## config.mk

```make
export PLATFORM = sky130hd
export DESIGN_NAME = blur_filter_flat
export DESIGN_NICKNAME = d
export VERILOG_FILES = /design/src/rtl/blur_filter_if.sv /design/src/rtl/blur_filter.sv /design/src/flat_wrapper.sv
export SDC_FILE = /design/constraint.sdc
export NUM_CORES = 1
export LEC_CHECK = 0
export CAP_MARGIN = 0
export CORE_ASPECT_RATIO = 1.5
export CORE_MARGIN = 3
export CORE_UTILIZATION = 34
export DETAILED_ROUTE_END_ITERATION = 10
export GPL_TIMING_DRIVEN = 1
export SYNTH_ARGS = -nofsm -noshare
export SYNTH_HDL_FRONTEND = slang
export SYNTH_SLANG_ARGS = --single-unit
export TNS_END_PERCENT = 10
```

## constraint.sdc

```tcl
create_clock -name i_clk -period 5.8 [get_ports i_clk]
set_clock_uncertainty 0.15 [all_clocks]
set_input_delay 0.58 -clock i_clk [delete_from_list [all_inputs] [get_ports i_clk]]
set_output_delay 0.58 -clock i_clk [all_outputs]
set_load 0.05 [all_outputs]
```

## src/rtl/blur_filter_if.sv

```systemverilog
// rtl/blur_filter_if.sv - window-in / pixel-out stream bundle for the blur filter
interface blur_filter_if #(
    parameter int DATA_WIDTH = 8
);
    logic [9*DATA_WIDTH-1:0] i_window;
    logic                    i_window_valid;
    logic                    i_mode;
    logic [DATA_WIDTH-1:0]   o_pixel;
    logic                    o_pixel_valid;
    logic                    o_frame_end;

    modport master (
        output i_window, i_window_valid, i_mode,
        input  o_pixel, o_pixel_valid, o_frame_end
    );

    modport slave (
        input  i_window, i_window_valid, i_mode,
        output o_pixel, o_pixel_valid, o_frame_end
    );
endinterface

```

## src/rtl/blur_filter.sv

```systemverilog
// rtl/blur_filter.sv - 3-stage 3x3 box/Gaussian blur with raster tracking and border pass-through
module blur_filter #(
    parameter int DATA_WIDTH   = 8,
    parameter int IMAGE_WIDTH  = 512,
    parameter int IMAGE_HEIGHT = 512
) (
    input logic          i_clk,
    input logic          i_reset,
    blur_filter_if.slave bus
);
    localparam int CW   = (IMAGE_WIDTH  > 1) ? $clog2(IMAGE_WIDTH)  : 1;
    localparam int RW   = (IMAGE_HEIGHT > 1) ? $clog2(IMAGE_HEIGHT) : 1;
    localparam int WINW = 9 * DATA_WIDTH;

    logic [CW-1:0]         r_col;
    logic [RW-1:0]         r_row;
    logic                  w_col_last, w_row_last, w_border;

    logic                  r_s1_valid, r_s1_mode, r_s1_border, r_s1_last;
    logic [WINW-1:0]       r_s1_window;
    logic [DATA_WIDTH-1:0] r_s1_centre;

    logic                  r_s2_valid, r_s2_mode, r_s2_border, r_s2_last;
    logic [11:0]           r_s2_sum;
    logic [DATA_WIDTH-1:0] r_s2_centre;

    logic [11:0]           w_box_sum, w_gauss_sum;
    logic [25:0]           w_box_prod;
    logic [9:0]            w_box_q;
    logic [12:0]           w_gauss_rnd;
    logic [8:0]            w_gauss_q;
    logic [9:0]            w_scaled;
    logic [DATA_WIDTH-1:0] w_clamped;

    assign w_col_last = (r_col == CW'(IMAGE_WIDTH - 1));
    assign w_row_last = (r_row == RW'(IMAGE_HEIGHT - 1));
    assign w_border   = (r_col == '0) | w_col_last | (r_row == '0) | w_row_last;

    always_ff @(posedge i_clk or posedge i_reset) begin
        if (i_reset) begin
            r_col <= '0;
            r_row <= '0;
        end else if (bus.i_window_valid) begin
            if (w_col_last) begin
                r_col <= '0;
                r_row <= w_row_last ? '0 : r_row + 1'b1;
            end else begin
                r_col <= r_col + 1'b1;
            end
        end
    end

    // Border windows are zeroed so undefined neighbour bytes never enter the adder tree
    always_ff @(posedge i_clk or posedge i_reset) begin
        if (i_reset) begin
            r_s1_valid  <= 1'b0;
            r_s1_mode   <= 1'b0;
            r_s1_border <= 1'b0;
            r_s1_last   <= 1'b0;
            r_s1_window <= '0;
            r_s1_centre <= '0;
        end else begin
            r_s1_valid <= bus.i_window_valid;
            if (bus.i_window_valid) begin
                r_s1_mode   <= bus.i_mode;
                r_s1_border <= w_border;
                r_s1_last   <= w_row_last & w_col_last;
                r_s1_window <= w_border ? '0 : bus.i_window;
                r_s1_centre <= bus.i_window[4*DATA_WIDTH +: DATA_WIDTH];
            end
        end
    end

    function automatic logic [11:0] pix(input logic [WINW-1:0] win, input int n);
        return 12'(win[n*DATA_WIDTH +: DATA_WIDTH]);
    endfunction

    always_comb begin
        w_box_sum = '0;
        for (int n = 0; n < 9; n++) begin
            w_box_sum = w_box_sum + pix(r_s1_window, n);
        end
        w_gauss_sum = pix(r_s1_window, 0) + (pix(r_s1_window, 1) << 1) + pix(r_s1_window, 2)
                    + (pix(r_s1_window, 3) << 1) + (pix(r_s1_window, 4) << 2)
                    + (pix(r_s1_window, 5) << 1) + pix(r_s1_window, 6)
                    + (pix(r_s1_window, 7) << 1) + pix(r_s1_window, 8);
    end

    always_ff @(posedge i_clk or posedge i_reset) begin
        if (i_reset) begin
            r_s2_valid  <= 1'b0;
            r_s2_mode   <= 1'b0;
            r_s2_border <= 1'b0;
            r_s2_last   <= 1'b0;
            r_s2_sum    <= '0;
            r_s2_centre <= '0;
        end else begin
            r_s2_valid <= r_s1_valid;
            if (r_s1_valid) begin
                r_s2_mode   <= r_s1_mode;
                r_s2_border <= r_s1_border;
                r_s2_last   <= r_s1_last;
                r_s2_sum    <= r_s1_mode ? w_gauss_sum : w_box_sum;
                r_s2_centre <= r_s1_centre;
            end
        end
    end

    // 7282/65536 approximates 1/9 closely enough to round exactly over the whole box-sum range
    assign w_box_prod  = 26'(r_s2_sum) * 26'd7282 + 26'd32768;
    assign w_box_q     = 10'(w_box_prod >> 16);
    assign w_gauss_rnd = 13'(r_s2_sum) + 13'd8;
    assign w_gauss_q   = 9'(w_gauss_rnd >> 4);
    assign w_scaled    = r_s2_mode ? {1'b0, w_gauss_q} : w_box_q;
    assign w_clamped   = (w_scaled > 10'((1 << DATA_WIDTH) - 1)) ? '1 : DATA_WIDTH'(w_scaled);

    always_ff @(posedge i_clk or posedge i_reset) begin
        if (i_reset) begin
            bus.o_pixel       <= '0;
            bus.o_pixel_valid <= 1'b0;
            bus.o_frame_end   <= 1'b0;
        end else begin
            bus.o_pixel_valid <= r_s2_valid;
            bus.o_frame_end   <= r_s2_valid & r_s2_last;
            if (r_s2_valid) begin
                bus.o_pixel <= r_s2_border ? r_s2_centre : w_clamped;
            end
        end
    end
endmodule

```

## src/flat_wrapper.sv

```systemverilog
// flat-port wrapper written by rule: the top's interface ports become plain ports
module blur_filter_flat 
#(
    parameter int DATA_WIDTH   = 8,
    parameter int IMAGE_WIDTH  = 512,
    parameter int IMAGE_HEIGHT = 512
)
  (i_clk, i_reset, bus_i_window, bus_i_window_valid, bus_i_mode, bus_o_pixel, bus_o_pixel_valid, bus_o_frame_end);
  blur_filter_if #(.DATA_WIDTH(DATA_WIDTH)) bus_i ();
  input logic i_clk;
  input logic i_reset;
  input wire logic [$bits(bus_i.i_window)-1:0] bus_i_window;
  input wire logic [$bits(bus_i.i_window_valid)-1:0] bus_i_window_valid;
  input wire logic [$bits(bus_i.i_mode)-1:0] bus_i_mode;
  output wire logic [$bits(bus_i.o_pixel)-1:0] bus_o_pixel;
  output wire logic [$bits(bus_i.o_pixel_valid)-1:0] bus_o_pixel_valid;
  output wire logic [$bits(bus_i.o_frame_end)-1:0] bus_o_frame_end;
  assign bus_i.i_window = bus_i_window;
  assign bus_i.i_window_valid = bus_i_window_valid;
  assign bus_i.i_mode = bus_i_mode;
  assign bus_o_pixel = bus_i.o_pixel;
  assign bus_o_pixel_valid = bus_i.o_pixel_valid;
  assign bus_o_frame_end = bus_i.o_frame_end;
  blur_filter #(.DATA_WIDTH(DATA_WIDTH), .IMAGE_WIDTH(IMAGE_WIDTH), .IMAGE_HEIGHT(IMAGE_HEIGHT)) u_core (.i_clk(i_clk), .i_reset(i_reset), .bus(bus_i));
endmodule
```

==> qor.yml, run 1 <==
critical_path:
  critPathLaunchType: "flop"
  max_stage_delay_ns: 0.57
  crit_chain: "ha_1 > fa_1 > a21o_1 > a21oi_2 > o21bai_1 > a21oi_2 > xor2_1 > fa_1 > inv_1 > fa_1 > fa_1 > fa_1 > ha_1 > a21boi_1 > o21a_1 > o21ai_0 > nand2b_1 > a21oi_1 > or3_1 > a41oi_1"
  reg2regPathDepth: 20
  crit_type: "flop to flop"
  crit_arrival_ns: 5.78
  crit_top_cell: "fa_1"
  cp-end-kind: "flop"
  rr_endpoint: "u_core.r_s2_sum[10]"
  path_max_fanout: 3
  cpMaxStageDelayCell: "fa_1"
  ff2ff_setup_slack_ns: 0.22
  reg2reg_from: "u_core.r_s1_window[8]"
  cp.required_ns: 6.00
route:
  drc_errors: 0
  drt_iter0_drc: 324
  wire_per_inst_um: 14.9
  post_drt_via_cell_ratio: 4.74
  routed_wl_um: 26600
  firstDrtPassIters: 4
  drtAntennaViolNets: 0
  via_count: 8462
floorplanning:
  coreArea_um2: 34500
  dieArea_um2: 37600
  die_w_um: 159
  die_h_um: 236
  rows: 83
  top_level_ports: 86
  start_util_pct: 34.7
place:
  io_buffers: 85
  dp_hpwl_um: 21600
  place_congestion: 0.839
global_route:
  antenna_found_initial: 0
  grt.overflow.total: 0
  grt_max_degree: 95
  grt_pass1_wl_um: 45200
  grt_pass1_vias: 9224
  track_usage_pct: 14.8
clock_network:
  cts_max_path_buffers: 2
  htree_levels: 4
  cts_tree: "yes"
  insertion_delay_ns: 0.44
  ctsHoldBuffers: 0
  path_clk_slew_ns: 0.07
  cts-root-buf: "clkbuf_16"
  numCtsBuffers: 17
  cts_sinks: 136
hold_path:
  worstHoldPathType: "flop to flop"
  worstHoldStart: "u_core.r_s1_last"
  whs_endpoint: "u_core.r_s1_last"
  hold_depth: 1
layout:
  register_area_um2: 3400
  num_antenna_cells: 0
  nets: 1633
  syn2layout_area_growth_pct: 19.2
  multi_input_area_um2: 7700
  nFillCells: 3462
  drive_gt1_share_pct: 11.5
  post-route-util_pct: 41.4
synth:
  yosysTopAreaCellShare_pct: 28.4
  synthesis.nets: 1526
  ys_types: 68
  synth_common_cells: "inv_1 (218), dfrtp_1 (136), ha_1 (127)"
  synth_ff_type: "dfrtp_1"
  ys_seq_elements: 136
  async_reset_ff_share_pct: 100
  synth-seq-area-share_pct: 28.4
  synth.largest_area_cell: "dfrtp_1"
  synthTopCellsByArea: "dfrtp_1 (28%), fa_1 (21%), ha_1 (13%)"
  netlist_area_um2: 12000
  yosysMostFrequentCell: "inv_1"
  synth_edf_count: 0
  ys_warn_count: 0
  synthCells: 1197
  synth_area_per_cell_um2: 10.0
timing:
  fin_crit_sh_pct: 96.2
  period_needed_ns: 5.58
  report.final.slew_viol_count: 0
  setup_viol: 0
  slew_headroom_pct: 19.9
  tightest_slew_ns: 1.20
  grt_setup_unrepaired: "yes"
  finalHoldViolCount: 0
  fmax_ghz: 0.179
outcome:
  outcome: "complete, no violations"
job:
  max-cap-violations: 0
-- state kept, by name, indices dropped and copies added, names as in the netlist, 8 cells and up --
register	flops
u_core.r_s1_centre	8
u_core.r_s2_sum	12
u_core.bus.o_pixel	8
u_core.r_s1_window	72
u_core.r_col	9
u_core.r_s2_centre	8
u_core.r_row	9
-- worst max-delay path: cells and delay by family (launching register included) --
kind                     cells  cell delay [ns]
adder cells (fa/ha/maj)      7             2.95
AO/OA/AOI/OAI                9             1.44
flip-flops                   1             0.40
AND/OR/NAND/NOR              2             0.40
XOR/XNOR                     1             0.10
buffers and inverters        1             0.05
-- cell families (layout without fill, tap and decap cells) --
kind of cell	after synthesis	after routing	synth area share, %
AOI/OAI and AO/OA	245	245	13.9
xor gates and xnor gates	47	47	3.44
adders and majority gates	253	253	34.3
buffers and inverters	259	379	8.42
DFF	136	136	28.4
muxes	22	22	1.99
and+or+nand+nor	235	235	9.47
-- worst max-delay path by stage --
stage / start / endpoint / slack [ns]
floorplan: u_core.r_s2_sum[7] / u_core.bus.o_pixel[7] / 0.21
global placement: u_core.r_s1_window[8] / u_core.r_s2_sum[11] / 0.03
detailed placement: u_core.r_s1_window[8] / u_core.r_s2_sum[11] / -0.08
CTS: u_core.r_s1_window[8] / u_core.r_s2_sum[11] / 0.02
global route: u_core.r_s2_sum[2] / u_core.bus.o_pixel[1] / -0.03
finish: u_core.r_s1_window[8] / u_core.r_s2_sum[10] / 0.22
-- per-layer routing --
layer	track usage, %	routed length, µm	vias up
met5	0	0	-
met3	1.74	425	45
met2	28.3	14700	105
met4	5.87	848	0
li1	-	-	4167
met1	16.5	10600	4145
-- area by class of cell --
class	count	area share [%]
clock buffers	17	2.98
well taps	467	4.09
repair buffers	128	8.20
inverters	219	5.79
clock inverters	15	1.19
flip-flops and latches	136	23.8
multi-input cells	802	53.9
-- per-stage QoR --
step / cell area, µm² / instances / setup slack [ns] / hold slack (ns) / setup TNS (ns)
6_report: 14300 / 1784 / 0.219 / 0.324 / 0
5_1_grt: 14300 / 1784 / -0.0349 / 0.347 / -0.0874
4_1_cts: 14100 / 1780 / 0.0249 / 0.329 / 0
3_5_place_dp: 13500 / 1748 / -0.0780 / 0.313 / -0.114
3_3_place_gp: 13500 / 1748 / 0.0325 / 0.311 / 0
2_1_floorplan: 12000 / 1197 / 0.208 / 0.202 / 0
-- cell usage in the layout (no fill, tap or decap), types with 8 or more instances in the layout --
cell type / count
inv_1: 210
dfrtp_1: 135
nand2_1: 125
fa_1: 124
ha_1: 123
clkdlybuf4s50_1: 84
o21ai_0: 51
buf_4: 44
o22ai_1: 40
o2bb2ai_1: 37
a21oi_1: 35
xnor2_1: 33
nor2_1: 25
a21oi_2: 17
clkbuf_16: 17
mux2_2: 15
xor2_1: 14
a21o_1: 10
nand3b_1: 10
nand3_1: 9
nor2b_1: 8
o21bai_1: 8
nor3_1: 8
-- timing repair --
| action | CTS | global route |
|---|---|---|
| setup endpoints to repair | 2 | 11 |
| setup buffers | 0 | 4 |
| cloned | 0 | 0 |
| resized for setup | 4 | 34 |
| pin swaps | 0 | 19 |
Power of run 1 is not shown: default switching activity piles up to over one toggle a cycle in this logic, so the estimate is an artifact.
==> inputs of run 2 (changes only) <==
Settings changed: MAX_ROUTING_LAYER from default to met4.
Clock period 5.8 ns to 7.2 ns, I/O delays scaled along.
==> qor.yml, run 2 (synthesized netlist as in run 1, its figures left out) <==
route:
  drt_iter0_drc: 300  # -7.4%
  post_drt_via_cell_ratio: 4.80  # +1.2%
  wire_per_inst_um: 15.2  # +2.1%
  wl_met1_um: 10500  # -1.2%
  routed_wl_um: 26600  # about the same
  firstDrtPassIters: 4  # unchanged
  via_count: 8375  # -1.0%
  drtAntennaViolNets: 0  # unchanged
  drc_errors: 0  # unchanged
  maxUsedRoutingLayer: "met4"
  dr_wl_met3_um: 461  # +8.5%
  dr_wl_met2_um: 14900  # +1.3%
clock_network:
  path_clk_slew_ns: 0.07  # about the same
  cts_setup_buffers: 0  # unchanged
  cts_tree: "yes"
  insertion_delay_ns: 0.44  # about the same
  cts_sinks: 136  # unchanged
  htree_levels: 4  # unchanged
  ctsHoldBuffers: 0  # unchanged
  cts-root-buf: "clkbuf_16"
  cts_resized: 0  # -4
  numCtsBuffers: 17  # unchanged
  cts_max_path_buffers: 2  # unchanged
job:
  max-cap-violations: 0  # unchanged
critical_path:
  reg2reg_from: "u_core.r_s2_sum[7]"
  rr_endpoint: "u_core.bus.o_pixel[7]"
  crit_type: "flop to flop"
  max_stage_delay_ns: 0.55  # -0.02 ns
  path_max_fanout: 7  # +4
  path_delay_family: "adder cells"
  crit_chain: "inv_1 > fa_1 > inv_1 > ha_1 > inv_1 > fa_1 > inv_1 > fa_1 > inv_1 > fa_1 > inv_1 > ha_1 > a21oi_1 > o21ai_0 > a21bo_2 > nor3_2 > ha_1 > o2111a_1 > nand3_1 > o21a_1 > o31ai_1 > a21oi_2"
  cpMaxStageDelayCell: "fa_1"
  cp-end-kind: "flop"
  ff2ff_setup_slack_ns: 1.09  # +0.87 ns
  crit_top_cell: "inv_1"
  crit_arrival_ns: 6.28  # +0.50 ns
  crit_buf_inv: 6  # +5
  cp.required_ns: 7.37  # +1.37 ns
  reg2regPathDepth: 22  # +10%
  critPathLaunchType: "flop"
floorplanning:
  die_w_um: 159  # unchanged
  dieArea_um2: 37600  # unchanged
  top_level_ports: 86  # unchanged
  die_h_um: 236  # unchanged
  rows: 83  # unchanged
  coreArea_um2: 34500  # unchanged
  start_util_pct: 34.7  # unchanged
layout:
  most-common-layout-cells: "inv_1 (217), dfrtp_1 (136), ha_1 (127)"
  top_regs: "u_core.r_s1_window: 72 flops, u_core.r_s2_sum: 12 flops"
  layout_commonest_cell: "inv_1"
  drive_gt1_share_pct: 6.42  # -5.0 points
  syn2layout_area_growth_pct: 15.7
  num_antenna_cells: 0  # unchanged
  final_cells: 1745  # -2.2%
  largest_reg_flops: 72  # unchanged
  largest-register: "u_core.r_s1_window"
  nets: 1594  # -2.4%
hold_path:
  worstHoldStart: "u_core.r_s1_last"
  hold_depth: 1  # unchanged
  worstHoldPathType: "flop to flop"
  whs_endpoint: "u_core.r_s1_last"
timing:
  finalHoldViolCount: 0  # unchanged
  setup_viol: 0  # unchanged
  slew_headroom_pct: 24.4  # +4.5 points
  tightest_slew_ns: 1.13  # -0.0679 ns
  fmax_ghz: 0.164  # -8.6%
  fin_crit_sh_pct: 84.8  # -11 points
  report.final.slew_viol_count: 0  # unchanged
  period_needed_ns: 6.11  # +0.527 ns
  grt_setup_unrepaired: "no"
  setup-tns-final_ns: 0  # unchanged
global_route:
  grt_pass1_vias: 8967  # -2.8%
  antenna_found_initial: 0  # unchanged
  track_usage_pct: 15.2  # +0.40 points
  grt.overflow.total: 0  # unchanged
  grt_max_degree: 93  # -2.1%
  grt_pass1_wl_um: 44700  # -1.1%
place:
  place_inst: 1713  # -2.0%
  io_buffers: 85  # unchanged
  place_congestion: 0.977  # +16%
  dp_hpwl_um: 21900  # +1.3%
outcome:
  outcome: "complete, no violations"
==> run 2: layout make-up <==
| class | instances | area, µm² |
|---|---|---|
| clock inverters | 15 | 173 |
| inverters | 219 | 827 |
| repair buffers | 89 | 878 |
| well taps | 467 | 584 |
| fillers | 3522 | 20600 |
| clock buffers | 17 | 425 |
| multi-input cells | 802 | 7570 |
| flip-flops and latches | 136 | 3400 |
==> run 2: metrics by stage <==
stage | hold slack [ns] | cell area (µm²) | util, % | setup WS, ns
after floorplan | 0.202 | 12000 | - | 1.61
after global placement | 0.326 | 13300 | 38.5 | 1.20
after detailed placement | 0.335 | 13300 | 38.5 | 1.10
after CTS | 0.351 | 13900 | 40.2 | 1.08
after global routing | 0.363 | 13900 | 40.2 | 0.811
final | 0.344 | 13900 | 40.2 | 1.09
==> run 2: worst max-delay path by stage <==
| stage | start | endpoint | slack, ns | cells after the start |
|---|---|---|---|---|
| global route | u_core.r_s2_sum[9] | u_core.bus.o_pixel[7] | 0.81 | 22 |
| CTS | u_core.r_s2_sum[7] | u_core.bus.o_pixel[7] | 1.08 | 22 |
| finish | u_core.r_s2_sum[7] | u_core.bus.o_pixel[7] | 1.09 | 22 |
| global placement | u_core.r_s2_sum[7] | u_core.bus.o_pixel[7] | 1.20 | 22 |
| detailed placement | u_core.r_s2_sum[7] | u_core.bus.o_pixel[7] | 1.10 | 22 |
| floorplan | u_core.r_s2_sum[7] | u_core.bus.o_pixel[7] | 1.61 | 22 |
==> run 2: per-layer routing <==
layer  track usage (%)  vias to the layer above
met5                 -                        -
met4              5.92                        0
met3              2.00                       46
met2              28.2                      118
met1              16.3                     4113
li1                  -                     4098
Power of run 2 is left out for the same reason.
==> inputs of run 3 (changes only) <==
Clock period 7.2 ns to 5.5 ns, I/O delays scaled along.
==> qor.yml, run 3 (synthesized netlist as in run 1, its figures left out) <==
critical_path:
  path_max_fanout: 8  # +1
  crit_type: "flop to flop"
  ff2ff_setup_slack_ns: 0.03  # -1.06 ns
  critPathLaunchType: "flop"
  crit_arrival_ns: 5.64  # -0.64 ns
  crit_top_cell: "buf_4"
  reg2regPathDepth: 19  # -14%
  cpMaxStageDelayCell: "fa_1"
  rr_endpoint: "u_core.bus.o_pixel[1]"
  cp.required_ns: 5.67  # -1.70 ns
  crit_buf_inv: 5  # -1
  crit_chain: "buf_4 > buf_4 > fa_1 > ha_1 > buf_4 > fa_1 > fa_1 > ha_1 > ha_1 > a21oi_1 > o2111ai_2 > a21oi_4 > buf_4 > a21oi_1 > o311ai_2 > buf_4 > a41o_1 > o21a_4 > a31oi_4"
  path_delay_family: "adder cells"
  cp-end-kind: "flop"
  reg2reg_from: "u_core.r_s2_sum[7]"
  max_stage_delay_ns: 0.50  # -0.05 ns
timing:
  slew_headroom_pct: 22.2  # -2.2 points
  period_needed_ns: 5.47  # -0.638 ns
  grt_setup_unrepaired: "yes"
  finalHoldViolCount: 0  # unchanged
  fmax_ghz: 0.183  # +12%
  setup_viol: 0  # unchanged
  report.final.slew_viol_count: 0  # unchanged
  tightest_slew_ns: 1.17  # +0.0324 ns
  holdWs_ns: 0.332  # -0.0122 ns
  fin_crit_sh_pct: 99.5  # +15 points
floorplanning:
  top_level_ports: 86  # unchanged
  die_h_um: 236  # unchanged
  dieArea_um2: 37600  # unchanged
  rows: 83  # unchanged
  coreArea_um2: 34500  # unchanged
  die_w_um: 159  # unchanged
  start_util_pct: 34.7  # unchanged
clock_network:
  numCtsBuffers: 17  # unchanged
  htree_levels: 4  # unchanged
  cts_sinks: 136  # unchanged
  cts-root-buf: "clkbuf_16"
  insertion_delay_ns: 0.44  # about the same
  path_clk_slew_ns: 0.07  # about the same
  cts_tree: "yes"
  ctsHoldBuffers: 0  # unchanged
  cts_max_path_buffers: 2  # unchanged
layout:
  nets: 1679  # +5.3%
  syn2layout_area_growth_pct: 23.6
  layout_commonest_cell: "inv_1"
  multi_input_area_um2: 7870  # +4.0%
  num_antenna_cells: 0  # unchanged
  largest-register: "u_core.r_s1_window"
  most-common-layout-cells: "inv_1 (214), dfrtp_1 (133), nand2_1 (125)"
  largest_reg_flops: 72  # unchanged
  nFillCells: 3376  # -4.1%
  drive_gt1_share_pct: 16.4  # +10 points
  final_area_um2: 14800  # +6.9%
  top_regs: "u_core.r_s1_window: 72 flops, u_core.r_s2_sum: 12 flops"
  register_area_um2: 3410  # +0.11%
place:
  io_buffers: 85  # unchanged
  dpl_cell_area_um2: 13900  # +4.5%
  place_congestion: 0.854  # -13%
  dp_hpwl_um: 22200  # +1.3%
route:
  drtAntennaViolNets: 0  # unchanged
  via_count: 8582  # +2.5%
  firstDrtPassIters: 4  # unchanged
  drt_iter0_drc: 358  # +19%
  post_drt_via_cell_ratio: 4.69  # -2.3%
  wire_per_inst_um: 14.8  # -2.8%
  routed_wl_um: 27100  # +2.0%
  drc_errors: 0  # unchanged
outcome:
  outcome: "complete, no violations"
global_route:
  track_usage_pct: 15.2  # about the same
  antenna_found_initial: 0  # unchanged
  grt_pass1_wl_um: 44800  # about the same
  grt_pass1_vias: 9098  # +1.5%
  grt.overflow.total: 0  # unchanged
  grt_max_degree: 99  # +6.5%
hold_path:
  hold_depth: 1  # unchanged
  whs_endpoint: "u_core.r_s1_last"
  worstHoldPathType: "flop to flop"
  worstHoldStart: "u_core.r_s1_last"
job:
  max-cap-violations: 0  # unchanged
-- run 3: metal layers --
metal  vias to the layer above  track usage [%]  part of all wire (%)
met5                         -                -                     0
met1                      4161             16.2                    39
met3                        47             1.69                   1.7
li1                       4261                -                     -
met4                         0             5.97                   3.3
met2                       113             28.4                    56
-- run 3: worst max path at each step --
| stage | startpoint | endpoint | slack (ns) | depth (start not counted) |
|---|---|---|---|---|
| 6_report | u_core.r_s2_sum[7] | u_core.bus.o_pixel[1] | 0.03 | 19 |
| 5_1_grt | u_core.r_s1_window[9] | u_core.r_s2_sum[10] | -0.17 | 22 |
| 4_1_cts | u_core.r_s2_sum[7] | u_core.bus.o_pixel[1] | 0.002 | 20 |
| 3_5_place_dp | u_core.r_s1_window[8] | u_core.r_s2_sum[11] | -0.28 | 21 |
| 3_3_place_gp | u_core.r_s1_window[0] | u_core.r_s2_sum[10] | -0.25 | 20 |
| 2_1_floorplan | u_core.r_s2_sum[7] | u_core.bus.o_pixel[1] | 0.009 | 22 |
-- run 3: per-stage QoR --
step,setup slack (ns),setup TNS [ns],instances,util (%)
3_3_place_gp,-0.245,-1.43,1789,40.2
6_report,0.0293,0,1830,43.0
4_1_cts,0.00212,0,1825,42.4
3_5_place_dp,-0.280,-2.53,1789,40.2
2_1_floorplan,0.00875,0,1197,-
5_1_grt,-0.172,-1.52,1830,43.0
-- run 3: worst register-to-register path, delay by kind of cell (launching register included) --
family / cells / cell delay, ns
adder cells (fa/ha/maj): 6 / 2.39
flip-flops: 1 / 0.40
AO/OA/AOI/OAI: 8 / 1.61
buffers and inverters: 5 / 0.83
-- run 3: layout make-up --
type / instances / area share (%)
timing repair buffer: 174 / 10.3
tap: 467 / 3.95
multi-input combinational: 802 / 53.1
clock inverter: 15 / 1.18
inverter: 219 / 5.58
clock buffer: 17 / 2.87
sequential: 136 / 23.0
-- run 3: timing repair --
item | 4_1_cts | 5_1_grt
endpoints found under the setup margin | 13 | 13
hold endpoints to repair | 0 | 0
setup buffers | 4 | 5
pin swaps | 20 | 52
resized for setup | 30 | 35
Power of run 3 is left out for the same reason.
